### src/rtl/key_event_ctrl.sv
// Key gesture controller: classifies debounced key activity into SHORT, LONG and
// DOUBLE events and queues them round-robin into a small valid/ready event FIFO.
module key_event_ctrl #(
  parameter int unsigned N_KEYS     = 4,
  parameter int unsigned LONG_CNT   = 50000000,
  parameter int unsigned DCLICK_CNT = 15000000,
  parameter int unsigned FIFO_DEPTH = 4
) (
  input  logic              sys_clk,
  input  logic              sys_rst,
  input  logic [N_KEYS-1:0] key_flag,
  input  logic [N_KEYS-1:0] key_value,
  output logic              evt_valid,
  input  logic              evt_ready,
  output logic [2:0]        evt_key,
  output logic [1:0]        evt_code,
  output logic              evt_ovf,
  input  logic              ovf_clr
);

  localparam int unsigned KIW = (N_KEYS > 1) ? $clog2(N_KEYS) : 1;
  localparam int unsigned AW  = $clog2(FIFO_DEPTH);
  localparam int unsigned CW  = $clog2(FIFO_DEPTH + 1);
  localparam logic [31:0] LONG_LAST   = 32'(LONG_CNT - 1);
  localparam logic [31:0] DCLICK_LAST = 32'(DCLICK_CNT - 1);
  localparam logic [1:0]  CODE_SHORT  = 2'b01;
  localparam logic [1:0]  CODE_LONG   = 2'b10;
  localparam logic [1:0]  CODE_DOUBLE = 2'b11;

  typedef enum logic [2:0] {
    S_IDLE    = 3'd0,
    S_PRESSED = 3'd1,
    S_HELD    = 3'd2,
    S_WAIT2   = 3'd3,
    S_PRESS2  = 3'd4
  } state_e;

  state_e            st_q        [N_KEYS];
  logic [31:0]       cnt_q       [N_KEYS];
  logic [1:0]        code_q      [N_KEYS];
  logic [1:0]        emit_code_c [N_KEYS];
  logic [N_KEYS-1:0] pend_q;
  logic [N_KEYS-1:0] press_c;
  logic [N_KEYS-1:0] rel_c;
  logic [N_KEYS-1:0] emit_c;
  logic [N_KEYS-1:0] grant_c;
  logic [N_KEYS-1:0] drop_c;
  logic [KIW-1:0]    rr_q;
  logic [KIW-1:0]    gnt_idx_c;
  logic              push_c;
  logic              pop_c;
  logic [4:0]        push_data_c;
  logic [4:0]        fifo_mem_q [FIFO_DEPTH];
  logic [AW-1:0]     wr_ptr_q;
  logic [AW-1:0]     rd_ptr_q;
  logic [CW-1:0]     count_q;
  logic [CW-1:0]     count_d;
  logic [4:0]        head_q;
  logic [4:0]        head_d;
  logic              valid_q;
  logic              ovf_q;

  function automatic logic [31:0] sat_inc(input logic [31:0] v);
    return (v == 32'hFFFF_FFFF) ? v : v + 32'd1;
  endfunction

  assign press_c = key_flag & ~key_value;
  assign rel_c   = key_flag & key_value;

  // Event decode: the transitions that produce an event, with release/press priority
  always_comb begin
    for (int unsigned i = 0; i < N_KEYS; i++) begin
      emit_c[i]      = 1'b0;
      emit_code_c[i] = 2'b00;
      case (st_q[i])
        S_PRESSED: if (!rel_c[i] && cnt_q[i] == LONG_LAST) begin
          emit_c[i]      = 1'b1;
          emit_code_c[i] = CODE_LONG;
        end
        S_WAIT2: if (!press_c[i] && cnt_q[i] == DCLICK_LAST) begin
          emit_c[i]      = 1'b1;
          emit_code_c[i] = CODE_SHORT;
        end
        S_PRESS2: if (rel_c[i]) begin
          emit_c[i]      = 1'b1;
          emit_code_c[i] = CODE_DOUBLE;
        end
        default: ;
      endcase
    end
  end

  // Per-key gesture FSMs; cnt is cleared on every state entry
  always_ff @(posedge sys_clk or posedge sys_rst) begin
    if (sys_rst) begin
      for (int unsigned i = 0; i < N_KEYS; i++) begin
        st_q[i]  <= S_IDLE;
        cnt_q[i] <= '0;
      end
    end else begin
      for (int unsigned i = 0; i < N_KEYS; i++) begin
        case (st_q[i])
          S_IDLE: if (press_c[i]) begin
            st_q[i]  <= S_PRESSED;
            cnt_q[i] <= '0;
          end
          S_PRESSED: begin
            if (rel_c[i]) begin
              st_q[i]  <= S_WAIT2;
              cnt_q[i] <= '0;
            end else if (cnt_q[i] == LONG_LAST) begin
              st_q[i]  <= S_HELD;
              cnt_q[i] <= '0;
            end else begin
              cnt_q[i] <= sat_inc(cnt_q[i]);
            end
          end
          S_HELD: if (rel_c[i]) begin
            st_q[i]  <= S_IDLE;
            cnt_q[i] <= '0;
          end
          S_WAIT2: begin
            if (press_c[i]) begin
              st_q[i]  <= S_PRESS2;
              cnt_q[i] <= '0;
            end else if (cnt_q[i] == DCLICK_LAST) begin
              st_q[i]  <= S_IDLE;
              cnt_q[i] <= '0;
            end else begin
              cnt_q[i] <= sat_inc(cnt_q[i]);
            end
          end
          S_PRESS2: if (rel_c[i]) begin
            st_q[i]  <= S_IDLE;
            cnt_q[i] <= '0;
          end
          default: begin
            st_q[i]  <= S_IDLE;
            cnt_q[i] <= '0;
          end
        endcase
      end
    end
  end

  // Round-robin search starting at the key after the last grant; full test uses registered count
  always_comb begin
    logic [3:0] idx;
    idx       = '0;
    push_c    = 1'b0;
    grant_c   = '0;
    gnt_idx_c = '0;
    if (count_q < CW'(FIFO_DEPTH)) begin
      for (int unsigned off = 0; off < N_KEYS; off++) begin
        idx = 4'(rr_q) + 4'(off);
        if (idx >= 4'(N_KEYS)) idx = idx - 4'(N_KEYS);
        if (!push_c && pend_q[KIW'(idx)]) begin
          push_c               = 1'b1;
          grant_c[KIW'(idx)]   = 1'b1;
          gnt_idx_c            = KIW'(idx);
        end
      end
    end
  end

  assign push_data_c = {3'(gnt_idx_c), code_q[gnt_idx_c]};
  assign drop_c      = emit_c & pend_q & ~grant_c;

  // Pending slots: a grant frees the slot in the same cycle a new emit may refill it
  always_ff @(posedge sys_clk or posedge sys_rst) begin
    if (sys_rst) begin
      pend_q <= '0;
      ovf_q  <= 1'b0;
      rr_q   <= '0;
      for (int unsigned i = 0; i < N_KEYS; i++) code_q[i] <= '0;
    end else begin
      for (int unsigned i = 0; i < N_KEYS; i++) begin
        if (emit_c[i] && !drop_c[i]) begin
          pend_q[i] <= 1'b1;
          code_q[i] <= emit_code_c[i];
        end else if (grant_c[i]) begin
          pend_q[i] <= 1'b0;
        end
      end
      if (|drop_c)      ovf_q <= 1'b1;
      else if (ovf_clr) ovf_q <= 1'b0;
      if (push_c) rr_q <= (gnt_idx_c == KIW'(N_KEYS - 1)) ? '0 : gnt_idx_c + 1'b1;
    end
  end

  assign pop_c   = valid_q & evt_ready;
  assign count_d = count_q + CW'(push_c) - CW'(pop_c);

  // Registered head: next head is the following entry on pop, or the pushed entry when it lands first
  always_comb begin
    head_d = head_q;
    if (pop_c) begin
      if (count_q > CW'(1))  head_d = fifo_mem_q[rd_ptr_q + AW'(1)];
      else if (push_c)       head_d = push_data_c;
    end else if (count_q == '0 && push_c) begin
      head_d = push_data_c;
    end
  end

  always_ff @(posedge sys_clk) begin
    if (push_c) fifo_mem_q[wr_ptr_q] <= push_data_c;
  end

  always_ff @(posedge sys_clk or posedge sys_rst) begin
    if (sys_rst) begin
      wr_ptr_q <= '0;
      rd_ptr_q <= '0;
      count_q  <= '0;
      valid_q  <= 1'b0;
      head_q   <= '0;
    end else begin
      if (push_c) wr_ptr_q <= wr_ptr_q + AW'(1);
      if (pop_c)  rd_ptr_q <= rd_ptr_q + AW'(1);
      count_q <= count_d;
      valid_q <= (count_d != '0);
      head_q  <= head_d;
    end
  end

  assign evt_valid = valid_q;
  assign evt_key   = head_q[4:2];
  assign evt_code  = head_q[1:0];
  assign evt_ovf   = ovf_q;

endmodule

### config.mk
export PLATFORM = sky130hd
export DESIGN_NAME = key_event_ctrl
export DESIGN_NICKNAME = d
export VERILOG_FILES = /design/src/rtl/key_event_ctrl.sv
export SDC_FILE = /design/constraint.sdc
export NUM_CORES = 1
export LEC_CHECK = 0
export ABC_AREA = 1
export CAP_MARGIN = 25
export CORE_AREA = 2 2 128 161
export DETAILED_ROUTE_END_ITERATION = 16
export DIE_AREA = 0 0 130 163
export PLACE_DENSITY = 0.92
export SLEW_MARGIN = 10
export SYNTH_ARGS = -nofsm -noshare
export SYNTH_HDL_FRONTEND = slang
export SYNTH_SLANG_ARGS = --single-unit
export TNS_END_PERCENT = 1
### constraint.sdc
create_clock -name sys_clk -period 13.5 [get_ports sys_clk]
set_input_delay 1.35 -clock sys_clk [delete_from_list [all_inputs] [get_ports sys_clk]]
set_output_delay 1.35 -clock sys_clk [all_outputs]
set_load 0.01 [all_outputs]
==> impl_metrics.csv, run 1 <==
group,metric,value,unit
sta,finalHoldViolCount,0,
grt,grt.met2_usage,57.23,%
clock_tree,ctsHoldBuffers,0,
final_layout,syn2layout_area_growth,7.735,%
critical_path,crit_buf_inv,4,
clock_tree,cts_tree,"built",
critical_path,crit-reg2reg-capture,"evt_valid",
flow_run,drv_cap,0,
synth,ys_seq_elements,183,
grt,grt_pass1_vias,12121,
sta,rsz0062_at_grt,"false",
routing,route.detailed.drc,0,
synth,ys_top_cells_by_area,"dfrtp_1 33%, nand2_1 12%, nor2_1 7.9%",
place,dp_hpwl,24.42,mm
synth,synth.most_common_cell,"nand2_1",
grt,overflow,0,
critical_path,path_cells,"clkdlybuf4s50_1 > nand2_1 > inv_1 > a21oi_1 > a31oi_1 > clkbuf_4 > nand3_2 > inv_1 > o22ai_1",
sta,slew_viol_final,0,
synth,yosysSeqAreaShare,36.98,%
synth,synth_top_area_share,33.16,%
final_layout,drive_above_1_share,5.519,%
critical_path,slowest_stage,"clkdlybuf4s50_1",
critical_path,end_kind,"register",
critical_path,path_common_cell,"inv_1",
critical_path,critical_path.top_delay_family,"buffers and inverters",
pwr,p_leak,5.825,nW
critical_path,rr_worst_depth,14,
critical_path,critPathArrivalTime,3770,ps
clock_tree,post_cts_buffers,0,
synth,syn_avg_cell_area,6.954,um^2
pwr,netSwitchingFraction,45.17,%
clock_tree,clockBufferDepth,2,
routing,vias,12591,
sta,fin_hold_ws,480.7,ps
synth,postSynth.asyncResetShare,91.26,%
hold_path,whs_endpoint,"code_q[7]",
floorplan,die-width,130,um
clock_tree,htreeDepth,4,
grt,grt_pass1_wl,56.19,mm
synth,synth_common_cells,"419 x nand2_1, 264 x nor2_1, 222 x inv_1",
grt,grt_max_degree,96,
floorplan,die_area,21190,um^2
sta,fin_crit,3448,ps
grt,globalRouteMet1Util,39.27,%
sta,maxSlewHeadroom,44.16,%
critical_path,startpoint,"key_flag[2]",
pwr,intPower,1.157,mW
pwr,seqPwrFrac,34.7,%
synth,synth_top_area_cell,"dfrtp_1",
synth,synth_ff_type,"dfrtp_1",
hold_path,min_path_type,"register to register",
hold_path,hold_path_depth,2,
grt,busiest_layer,"met2",
clock_tree,cts-root-buf,"clkbuf_16",
routing,via_per_inst,5.996,
sta,tns,0,ps
floorplan,die_h,163,um
critical_path,r2r_setup_slack,10100,ps
grt,antenna_found_initial,0,
synth,synth.cell_area,12600,um^2
critical_path,setup.worst_path.start_class,"input pin",
grt,grt_usage,32.66,%
synth,synth_nets,1845,
routing,ant_nets,0,
synth,syn_inst,1812,
synth,yosysWarnings,0,
final_layout,utilization,68.52,%
critical_path,timing.rr.start,"rr_q[0]",
pwr,ir_drop,0.1156,mV
final_layout,num_antenna_cells,0,
pwr,power_density,155.5,nW/um^2
floorplan,initial_utilization,63.60,%
grt,grtUsageMet3,5.420,%
pwr,power_frac_comb,40.3,%
status,status,"completed",
place,io_buffers,17,
critical_path,worstPathMaxFanout,18,
critical_path,max_stage_delay,480,ps
critical_path,worstSetupPathType,"input pin to register",
pwr,clockPowerShare,25.0,%
final_layout,fillers,1714,
final_layout,final_nets,1850,
floorplan,core,19810,um^2
sta,setup_viol,0,
sta,period_share,25.54,%
sta,fmax,0.2900,GHz
clock_tree,cts_buffers,17,
clock_tree,clock-sinks,183,
place,gp_congestion,0.9866,
pwr,power,2.111,mW
hold_path,worstHoldStart,"code_q[7]",
routing,firstDrtPassIters,6,
routing,wire_per_inst,15.94,um
routing,routed_wl,33.48,mm
clock_tree,cts.reportedPaths.clkPinSlew,80,ps
floorplan,row_count,58,
sta,fin_worst_skew,15.14,ps
synth,synth_edf_count,16,
pwr,p_switching,953.6,uW
clock_tree,ctsResizeCount,0,
clock_tree,insertion_delay,460,ps
critical_path,required,13820,ps
synth,ys_types,54,
place,dp_worst_setup_slack,9190,ps
floorplan,num_io_pins,19,
sta,layout_setup_ws,10050,ps
routing,drt_iter0_drc,1314,
sta,tightest_slew,837.6,ps
state kept, by name (all words and copies together) (netlist names), 2 cells and up:
signal and flops:
rd_ptr_q 2, rr_q 2, head_q 4, pend_q 4
cnt_q 128, count_q 3, wr_ptr_q 2, st_q 12
code_q 8, fifo_mem_q 16
worst max path at each step:
| stage | cells past startpoint | slack (ps) | endpoint |
|---|---|---|---|
| floorplan | 1 | 7630 | cnt_q[0] |
| global placement | 8 | 9340 | st_q[5] |
| CTS | 8 | 9650 | cnt_q[36] |
| detailed placement | 8 | 9190 | cnt_q[36] |
| finish | 9 | 10050 | st_q[5] |
| global route | 10 | 9800 | cnt_q[8] |
tightest hold or removal path: cells and delay by family, from the launching register on:
kind	cells	cell delay (ps)
simple gates	2	100
flops	1	350
area by class of cell:
cell class / instances / area (um^2) / share of cell area (%)
sequential: 183 / 4659 / 34.32
inverter: 235 / 892.1 / 6.571
multi-input combinational: 1357 / 6825 / 50.28
tap: 270 / 337.8 / 2.488
clock inverter: 15 / 202.7 / 1.493
timing repair buffer: 23 / 232.7 / 1.714
clock buffer: 17 / 425.4 / 3.134
power groups by stage:
| stage | combinational [mW] | clock (mW) | sequential, mW |
|---|---|---|---|
| floorplan | 0.669 | 0 | 0.713 |
| global placement | 0.794 | 0 | 0.735 |
| detailed placement | 0.829 | 0 | 0.740 |
| CTS | 0.839 | 0.534 | 0.730 |
| global route | 0.950 | 0.555 | 0.741 |
| finish | 0.850 | 0.528 | 0.733 |
routing by layer:
layer / wire (um) / vias up
li1: - / 6028
met5: 0 / -
met3: 1870 / 113
met4: 1227 / 0
met2: 16910 / 545
met1: 13470 / 5905
metrics by stage:
stage | cells | area [um^2]
finish | 2100 | 13580
global route | 2100 | 13580
CTS | 2098 | 13540
detailed placement | 2066 | 12910
global placement | 2065 | 12910
floorplan | 1812 | 12600
kinds of logic (layout without fill, tap and decap cells):
| kind of cell | after synthesis | count (layout) | share of synthesized area [%] |
|---|---|---|---|
| and+or+nand+nor | 1140 | 1140 | 41.14 |
| xor gates and xnor gates | 62 | 62 | 4.309 |
| adders and majority gates | 21 | 21 | 2.145 |
| DFF | 183 | 183 | 36.98 |
| muxes | 1 | 1 | 0.07944 |
| AOI/OAI and AO/OA | 132 | 132 | 6.464 |
| other | 1 | 1 | 0.02976 |
| buffers and inverters | 272 | 290 | 8.857 |
placed cells by master (no fill, tap or decap), types with 34 or more instances in the layout:
master,instances
a21oi_1,39
dfrtp_1,167
inv_1,221
nand2_1,419
nand3_1,192
nand4_1,93
nor2_1,264
nor3_1,92
o21ai_0,34
xor2_1,51
No activity file was read; power rests on OpenSTA's default activity.
==> run 2: changes to the inputs <==
--- a/config.mk
+++ b/config.mk
@@ -7,10 +7,10 @@
 export LEC_CHECK = 0
 export ABC_AREA = 1
 export CAP_MARGIN = 25
-export CORE_AREA = 2 2 128 161
+export CORE_AREA = 2 2 129 162
 export DETAILED_ROUTE_END_ITERATION = 16
-export DIE_AREA = 0 0 130 163
-export PLACE_DENSITY = 0.92
+export DIE_AREA = 0 0 131 164
+export PLACE_DENSITY = 0.91
 export SLEW_MARGIN = 10
 export SYNTH_ARGS = -nofsm -noshare
 export SYNTH_HDL_FRONTEND = slang
==> constraint.sdc (replaced) <==
create_clock -name sys_clk -period 3.3 [get_ports sys_clk]
set_input_delay 0.33 -clock sys_clk [delete_from_list [all_inputs] [get_ports sys_clk]]
set_output_delay 0.33 -clock sys_clk [all_outputs]
set_load 0.01 [all_outputs]
==> run 2 against run 1 <==
  * Clock power rose to 4.0 times the previous value
  * Worst hold slack got worse by 71 ps
  * Wire length rose by 4.3%
  * Via count fell by 0.29%
  * First-iteration DRC count rose by 5.4%
  * Sequential power rose to 4.0 times the previous value
  * Flip-flop and latch count did not move
  * Cell count rose by 0.43%
  * Clock-buffer cell count did not move
  * Critical path depth rose by 4
==> impl_metrics.csv, run 2 (same netlist as run 1, synthesis figures left out) <==
group,metric,value,unit
grt,grt.met2_usage,57.72,%
sta,fin_worst_skew,14.98,ps
grt,grt_pass1_vias,12270,
sta,fin_hold_ws,409.7,ps
critical_path,rr_worst_depth,13,
critical_path,path_cells,"inv_1 > ha_1 > inv_1 > nand3_1 > nand2_1 > inv_1 > nor2_4 > nand3_1 > nand2_2 > inv_2 > ha_1 > fa_1 > or3_1",
routing,vias,12555,
sta,fmax,0.3367,GHz
clock_tree,cts_buffers,17,
place,dp_cells,2077,
sta,fin_crit,2970,ps
floorplan,die_h,164,um
sta,period_share,90.01,%
sta,finalHoldViolCount,0,
final_layout,fillers,1744,
routing,via_per_inst,5.953,
final_layout,layout_commonest_cell,"nand2_1",
critical_path,crit-reg2reg-capture,"evt_valid",
critical_path,worstPathMaxFanout,8,
pwr,p_leak,5.849,nW
grt,antenna_found_initial,0,
hold_path,min_path_type,"input pin to asynchronous set/reset pin",
critical_path,crit_buf_inv,4,
flow_run,drv_cap,0,
critical_path,max_stage_delay,480,ps
routing,drt_iter0_drc,1385,
critical_path,worstSetupPathType,"register to register",
grt,overflow,0,
final_layout,syn2layout_area_growth,8.122,%
grt,grtUsageMet3,5.603,%
floorplan,row_count,58,
clock_tree,cts.reportedPaths.clkPinSlew,70,ps
clock_tree,insertion_delay,440,ps
clock_tree,clock-sinks,183,
sta,maxSlewHeadroom,42.55,%
sta,tns,0,ps
routing,routed_wl,34.94,mm
sta,tightest_slew,859.9,ps
final_layout,final_cell_mix,"419 x nand2_1, 264 x nor2_1, 221 x inv_1",
floorplan,die-width,131,um
clock_tree,ctsResizeCount,0,
critical_path,critical_path.top_delay_family,"adder cells",
floorplan,die_area,21480,um^2
routing,ant_nets,0,
status,status,"completed",
grt,grt_max_degree,42,
final_layout,num_antenna_cells,0,
critical_path,slowest_stage,"dfrtp_1",
pwr,ir_drop,0.4285,mV
clock_tree,post_cts_buffers,0,
final_layout,final_nets,1859,
grt,busiest_layer,"met2",
place,dp_hpwl,26.10,mm
sta,rsz0062_at_grt,"false",
critical_path,setup.worst_path.start_class,"register",
floorplan,initial_utilization,63.14,%
clock_tree,clockBufferDepth,2,
routing,wire_per_inst,16.56,um
critical_path,r2r_setup_slack,330,ps
final_layout,reg.largest.list,"cnt_q x128, fifo_mem_q x16, st_q x12",
final_layout,final-seq-area,4659,um^2
place,gp_congestion,1.001,
sta,layout_setup_ws,329.7,ps
place,io_buffers,17,
critical_path,critPathArrivalTime,3290,ps
floorplan,core,19960,um^2
place,dp_worst_setup_slack,337.5,ps
clock_tree,htreeDepth,4,
final_layout,utilization,68.27,%
grt,globalRouteMet1Util,40.72,%
final_layout,drive_above_1_share,5.927,%
critical_path,end_kind,"register",
final_layout,multi_input_area,6825,um^2
final_layout,fin_cells,2109,
floorplan,num_io_pins,19,
critical_path,required,3620,ps
pwr,power_density,637.2,nW/um^2
final_layout,largest_reg_flops,128,
critical_path,path_common_cell,"inv_1",
clock_tree,cts-root-buf,"clkbuf_16",
sta,setup_viol,0,
grt,grt_pass1_wl,57.85,mm
sta,slew_viol_final,0,
final_layout,top_register,"cnt_q",
critical_path,timing.rr.start,"rr_q[1]",
clock_tree,ctsHoldBuffers,0,
routing,firstDrtPassIters,6,
grt,grt_usage,33.83,%
clock_tree,cts_tree,"built",
routing,route.detailed.drc,0,
-- run 2: cell count changes in the layout (fill, tap and decap cells not counted), moves of 2 or more --
cell | before | now
buf_12 | 0 | 3
clkinv_8 | 5 | 0
clkinvlp_4 | 0 | 3
inv_6 | 4 | 6
inv_8 | 5 | 1
buf_4 | 3 | 12
-- run 2: per-stage QoR --
step / power (mW) / instance area, um^2
after floorplan: 5.658 / 12600
after global placement: 6.393 / 13030
after detailed placement: 6.555 / 13030
after CTS: 8.654 / 13620
after global routing: 9.233 / 13620
final: 8.681 / 13620
-- run 2: cell type report --
cell class / instances / area share, %
Inverter: 235 / 6.539
Clock inverter: 15 / 1.212
Multi-Input combinational cell: 1357 / 50.10
Timing Repair Buffer: 32 / 2.351
Clock buffer: 17 / 3.122
Tap cell: 270 / 2.480
Sequential cell: 183 / 34.20
-- run 2: metal layers --
layer	part of all wire, %	vias to the layer above
met5	0	-
met4	4.5	0
met3	6.1	140
li1	-	6039
met1	39	5812
met2	50	564
-- run 2: worst max-delay path by stage --
| stage | slack [ps] | start | endpoint | depth (start not counted) |
|---|---|---|---|---|
| 6_report | 330 | rr_q[1] | evt_valid | 13 |
| 5_1_grt | 120 | rr_q[1] | evt_valid | 14 |
| 4_1_cts | 330 | rr_q[1] | evt_valid | 13 |
| 3_5_place_dp | 340 | rr_q[1] | evt_valid | 13 |
| 3_3_place_gp | 420 | rr_q[1] | evt_valid | 14 |
| 2_1_floorplan | 490 | rr_q[0] | evt_valid | 15 |
-- run 2: power breakdown --
part	switching [mW]	internal [mW]
clock network	0.973	1.14
registers	0.282	2.68
logic	2.60	1.01
total	3.85	4.83
